File: src/rtl/io_access_ctrl.sv
// Data-port access sequencer: decodes the memory-mapped region map, steers accesses to the
// cache, text VMEM, timer, keyboard or loader BRAM, and owns the millisecond timer.
module io_access_ctrl #(
    parameter int VGA_WR_CYCLES = 2,
    parameter int CLK_DIV       = 100000
) (
    input  logic        clk,
    input  logic        rst,
    input  logic        dmem_read_in,
    input  logic        dmem_write_in,
    input  logic [29:0] dmem_addr,
    input  logic [31:0] data_from_reg,
    input  logic [3:0]  dmem_byte_w_en,
    output logic        io_stall,
    output logic [31:0] dmem_data_out,
    output logic        dc_read_out,
    output logic        dc_write_out,
    input  logic [31:0] dc_data_in,
    input  logic        cache_stall,
    output logic        vga_wen,
    output logic [14:0] vga_addr,
    output logic [7:0]  char_to_vga,
    output logic        loader_en,
    output logic        loader_wen,
    input  logic [31:0] loader_data,
    input  logic        kbd_valid,
    input  logic [7:0]  kbd_code,
    output logic        kbd_ack
);

    localparam int CNT_W = (VGA_WR_CYCLES > 1) ? $clog2(VGA_WR_CYCLES) : 1;
    localparam int PRE_W = $clog2(CLK_DIV);
    localparam logic [CNT_W-1:0] CNT_LOAD = CNT_W'(VGA_WR_CYCLES - 1);
    localparam logic [PRE_W-1:0] PRE_MAX  = PRE_W'(CLK_DIV - 1);

    localparam logic [3:0] REG_VGA = 4'hC;
    localparam logic [3:0] REG_TMR = 4'hD;
    localparam logic [3:0] REG_KBD = 4'hE;
    localparam logic [3:0] REG_LDR = 4'hF;

    typedef enum logic [1:0] {
        ST_IDLE   = 2'd0,
        ST_VGA_WR = 2'd1,
        ST_LD_RD  = 2'd2,
        ST_DONE   = 2'd3
    } state_t;

    state_t            state_r;
    logic [CNT_W-1:0]  cnt_r;
    logic [31:0]       rdata_r;
    logic [31:0]       timer_ms_r;
    logic [PRE_W-1:0]  presc_r;

    logic              wr_s;
    logic              rd_s;
    logic [3:0]        region_s;
    logic [1:0]        lane_s;
    logic [7:0]        char_s;
    logic              timer_wr_s;
    logic              unused_addr_s;

    assign unused_addr_s = ^dmem_addr[25:13];

    // Request qualification: requests are ignored while in reset, write wins over read.
    always_comb begin
        wr_s       = rst & dmem_write_in;
        rd_s       = rst & dmem_read_in & ~dmem_write_in;
        region_s   = dmem_addr[29:26];
        timer_wr_s = (state_r == ST_IDLE) && (region_s == REG_TMR) && wr_s;
    end

    // Byte-lane to VMEM lane/char mapping; odd enable patterns fall back to the last lane.
    always_comb begin
        lane_s = 2'd3;
        char_s = data_from_reg[31:24];
        case (dmem_byte_w_en)
            4'b1000: begin lane_s = 2'd0; char_s = data_from_reg[7:0];   end
            4'b0100: begin lane_s = 2'd1; char_s = data_from_reg[15:8];  end
            4'b0010: begin lane_s = 2'd2; char_s = data_from_reg[23:16]; end
            default: begin lane_s = 2'd3; char_s = data_from_reg[31:24]; end
        endcase
    end

    // Combinational stall, read data and single-cycle device/cache strobes.
    always_comb begin
        io_stall      = 1'b0;
        dmem_data_out = 32'h0000_0000;
        dc_read_out   = 1'b0;
        dc_write_out  = 1'b0;
        loader_en     = 1'b0;
        loader_wen    = 1'b0;
        case (state_r)
            ST_IDLE: begin
                case (region_s)
                    REG_VGA: io_stall = wr_s;
                    REG_TMR: dmem_data_out = rd_s ? timer_ms_r : 32'h0000_0000;
                    REG_KBD: io_stall = rd_s;
                    REG_LDR: begin
                        loader_en  = rd_s | wr_s;
                        loader_wen = wr_s;
                        io_stall   = rd_s;
                    end
                    default: begin
                        dc_read_out   = rd_s;
                        dc_write_out  = wr_s;
                        io_stall      = rst & cache_stall;
                        dmem_data_out = rst ? dc_data_in : 32'h0000_0000;
                    end
                endcase
            end
            ST_VGA_WR: io_stall = rst;
            ST_LD_RD:  io_stall = rst;
            ST_DONE:   dmem_data_out = rst ? rdata_r : 32'h0000_0000;
            default:   io_stall = 1'b0;
        endcase
    end

    // Access FSM with registered VMEM port, read-data latch and keyboard pop pulse.
    always_ff @(posedge clk) begin
        if (!rst) begin
            state_r     <= ST_IDLE;
            cnt_r       <= '0;
            rdata_r     <= 32'h0000_0000;
            vga_wen     <= 1'b0;
            vga_addr    <= 15'h0000;
            char_to_vga <= 8'h00;
            kbd_ack     <= 1'b0;
        end else begin
            kbd_ack <= 1'b0;
            case (state_r)
                ST_IDLE: begin
                    if ((region_s == REG_VGA) && wr_s) begin
                        vga_addr    <= {dmem_addr[12:0], lane_s};
                        char_to_vga <= char_s;
                        cnt_r       <= CNT_LOAD;
                        vga_wen     <= 1'b1;
                        state_r     <= ST_VGA_WR;
                    end else if ((region_s == REG_LDR) && rd_s) begin
                        state_r <= ST_LD_RD;
                    end else if ((region_s == REG_KBD) && rd_s) begin
                        rdata_r <= {23'h000000, kbd_valid, kbd_code};
                        kbd_ack <= kbd_valid;
                        state_r <= ST_DONE;
                    end else begin
                        state_r <= ST_IDLE;
                    end
                end
                ST_VGA_WR: begin
                    if (cnt_r == '0) begin
                        vga_wen <= 1'b0;
                        state_r <= ST_DONE;
                    end else begin
                        cnt_r <= cnt_r - 1'b1;
                    end
                end
                ST_LD_RD: begin
                    rdata_r <= loader_data;
                    state_r <= ST_DONE;
                end
                ST_DONE: state_r <= ST_IDLE;
                default: begin
                    vga_wen <= 1'b0;
                    state_r <= ST_IDLE;
                end
            endcase
        end
    end

    // Millisecond timer: a CPU write overrides a coincident prescaler wrap.
    always_ff @(posedge clk) begin
        if (!rst) begin
            timer_ms_r <= 32'h0000_0000;
            presc_r    <= '0;
        end else if (timer_wr_s) begin
            timer_ms_r <= data_from_reg;
            presc_r    <= '0;
        end else if (presc_r == PRE_MAX) begin
            timer_ms_r <= timer_ms_r + 32'd1;
            presc_r    <= '0;
        end else begin
            presc_r <= presc_r + 1'b1;
        end
    end

endmodule

File: config.mk
export PLATFORM = sky130hd
export DESIGN_NAME = io_access_ctrl
export DESIGN_NICKNAME = d
export VERILOG_FILES = /design/src/rtl/io_access_ctrl.sv
export SDC_FILE = /design/constraint.sdc
export NUM_CORES = 1
export LEC_CHECK = 0
export BUFFER_PORTS_ARGS = -buffer_cell sky130_fd_sc_hd__buf_2
export CAP_MARGIN = 10
export CORE_MARGIN = 4
export CORE_UTILIZATION = 50
export CTS_BUF_LIST = sky130_fd_sc_hd__clkbuf_2 sky130_fd_sc_hd__clkbuf_4 sky130_fd_sc_hd__clkbuf_8
export DETAILED_ROUTE_END_ITERATION = 6
export GPL_TIMING_DRIVEN = 0
export PLACE_DENSITY_LB_ADDON = 0.25
export SYNTH_ARGS = -nofsm -noshare
export SYNTH_HDL_FRONTEND = slang
export SYNTH_SLANG_ARGS = --single-unit
File: constraint.sdc
create_clock -name clk -period 6.15 [get_ports clk]
set_input_delay 1.845 -clock clk [delete_from_list [all_inputs] [get_ports clk]]
set_output_delay 1.845 -clock clk [all_outputs]
set_load 0.05 [all_outputs]
==> out/results.ini <==
[status]
status=finished, violations left
violations=DRC

[clock_network]
tritoncts=done
cts_root_buffer=clkbuf_8
clkLatencyLatePin_ns=0.40
htree_num_levels=3
cts_buffers=9
post-cts-setup-buffers=0
cts_sinks=109
postCtsHoldBufs=0
clockBufferDepth=2
cts_resized=0
clkTransAtPathRegs_ns=0.12

[critical_path]
end_kind=output pin
r2r_start=state_r[1]
crit_chain=buf_2 > and2_1 > clkbuf_1 > nor2_1 > clkbuf_1 > a22o_1 > a22oi_1 > nor2_1 > buf_2
worst_path_max_delay_cell=clkbuf_1
required_ns=4.30
startpoint_type=primary input
r2r_cells=9
cp.buffers_inverters=4
critical_path_class=primary input to output pin
arrival_ns=3.85
crit_family=buffers and inverters
r2r_end=timer_ms_r[31]
reg2reg_slack_ns=3.79
path_max_fanout=10
cpPeakStageDelay_ns=0.42

[routing]
drtPass1Iterations=7
routedWlPerCell_um=18.33
totalWireLength_mm=19.90
drtIter0Drc=586
antenna_left=0
vias=6290
vias_per_cell=5.792
drc=2

[worst_hold_path]
min_path_type=register to register
min_to=rdata_r[17]
whs_path_depth=2
hold_start=rdata_r[17]

[floorplan]
io_pins=206
rows=40
start_util=0.5085
core_area_mm2=0.01196
die_area_mm2=0.01399
die_x_um=118.3
chipHeight_um=118.3

[power]
p_leak_uw=0.003178
swShare=0.3093
power.switching_uw=422.0
p_seq_frac=0.528
internal_power_uw=942.2
peakVddDrop_mv=0.1155
p_comb_frac=0.160
power_density_mw_per_mm2=184.2
clock_power_share=0.313

[global_route]
antenna_found_initial=0
first_global_vias=5875
grt_usage=0.2789
grt_max_degree=20
gr-total-overflow=0
grt_pass1_wl_mm=31.13

[final_layout]
final_common_cell=buf_2
fin_util=0.6191
fill_cells=1112
nets=1084
drive_gt1_frac=0.2737
insertedDiodeCount=0
area_growth_pct=21.77
final_cell_mix=buf_2 (205), dfxtp_1 (109), nand2_1 (102), nor2_1 (63), nand3_1 (38)

[timing]
worstMarginPinSlew_ns=1.102
rsz0062_at_grt=false
setup_violations=0
min_period_ns=5.691
skew_ns=0.01141
finalCritPeriodShare=0.9253
drv_slew=0
hold_viol_final=0
slew_headroom=0.2599
setup-tns-final_ns=0
clock.fmax_mhz=175.7

[synthesis]
yosysWarnings=0
syn_area_per_cell_um2=8.309
yosysSeqAreaShare=0.3588
synth_ff_type=dfxtp_1
yosys.area.top_type=dfxtp_1
synthCells=732
yosysUniqueCellTypes=56
synth_nets=882
synth_area_leaders=dfxtp_1 (36%), nand2_1 (6.3%), xnor2_1 (5.2%)
ys_ff_latch=109
synth_top_area_frac=0.3588
syn-cell-area_mm2=0.006082
synth-async-reset-ratio=0
synth_edf_count=0

[placement]
gp_congestion=0.9399
dp_hpwl_mm=15.77
portBuffers=191

[flow_run]
drv_cap=0

==> layer usage <==
metal | global-route usage | routed length (µm) | up-vias
met2 | 0.4569 | 9419 | 275
li1 | - | - | 3037
met4 | 0.06667 | 325 | 0
met3 | 0.06077 | 1653 | 24
met1 | 0.3754 | 8503 | 2954
met5 | 0 | 0 | -
==> cells by family after synthesis <==
group / synth area share
DFF: 0.3588
adders and majority gates: 0.01234
and+or+nand+nor: 0.2596
AOI/OAI and AO/OA: 0.2331
muxes: 0.01646
xor gates and xnor gates: 0.06624
buffers and inverters: 0.05349
==> tightest hold or removal path, cell delays in order (launching register included) <==
cell      delay [ns]
dfxtp_1         0.33
nand2_1         0.05
a21boi_1        0.05
==> how the worst max path moves through the flow <==
stage | from | to | slack (ns) | cells after the start
4_1_cts | dmem_addr[28] | dmem_data_out[25] | 0.50 | 9
3_5_place_dp | dmem_addr[28] | dmem_data_out[25] | 0.51 | 9
2_1_floorplan | dmem_addr[28] | io_stall | 0.70 | 7
5_1_grt | dmem_addr[28] | dmem_data_out[25] | 0.28 | 9
3_3_place_gp | dmem_addr[28] | dmem_data_out[25] | 0.48 | 9
6_report | dmem_addr[28] | dmem_data_out[25] | 0.46 | 9
==> Yosys cell counts, types with 3 or more instances <==
cell type and number:
nand4_4 3, a21boi_0 30, xor2_1 10, and2_1 6, nor4_1 5, dfxtp_1 109, o21ai_0 34, a222oi_1 8
nor4_2 7, and4_1 6, nand2_1 102, mux2i_1 10, a21boi_1 8, buf_1 5, nand4_1 8, ha_1 6
inv_1 20, a22oi_1 33, nand3_1 38, xnor2_1 36, nor4_4 5, a22o_1 32, nor2_1 63, a21oi_1 20
and4bb_2 3, and3_1 3, o21ai_1 9, a31oi_1 8, nor3_1 16, buf_2 14, clkbuf_1 35, o211a_1 9
==> power groups by stage <==
stage	combinational (µW)	sequential [µW]	clock, µW
2_1_floorplan	118	741	0
6_report	218	720	427
4_1_cts	216	720	430
3_3_place_gp	215	736	0
3_5_place_dp	215	736	0
5_1_grt	232	721	455
==> sequential cells by signal, summed over array words and instances, names as in the netlist <==
signal and count:
cnt_r 1, vga_addr 15, timer_ms_r 32, kbd_ack 1
state_r 2, vga_wen 1, char_to_vga 8, presc_r 17
rdata_r 32
==> metrics by stage <==
stage | power (µW) | setup slack, ns | instance area (µm²) | hold slack, ns | cells
final | 1364 | 0.4593 | 7406 | 0.4624 | 1086
after global routing | 1409 | 0.2818 | 7406 | 0.4822 | 1086
after CTS | 1365 | 0.4991 | 7406 | 0.4628 | 1086
after detailed placement | 950.8 | 0.5062 | 7222 | 0.4468 | 1070
after global placement | 950.7 | 0.4763 | 7222 | 0.4393 | 1070
after floorplan | 859.5 | 0.6965 | 6082 | 0.4299 | 732
==> layout make-up <==
| cell class | count | area, µm² | share of cell area |
|---|---|---|---|
| Buffer | 57 | 250.2 | 0.03379 |
| Timing Repair Buffer | 191 | 955.9 | 0.1291 |
| Tap cell | 147 | 183.9 | 0.02484 |
| Multi-Input combinational cell | 546 | 3575 | 0.4827 |
| Clock buffer | 9 | 123.9 | 0.01673 |
| Sequential cell | 109 | 2182 | 0.2946 |
| Inverter | 20 | 75.07 | 0.01014 |
| Clock inverter | 7 | 60.06 | 0.008109 |
No activity file was read; power rests on OpenSTA's default activity.
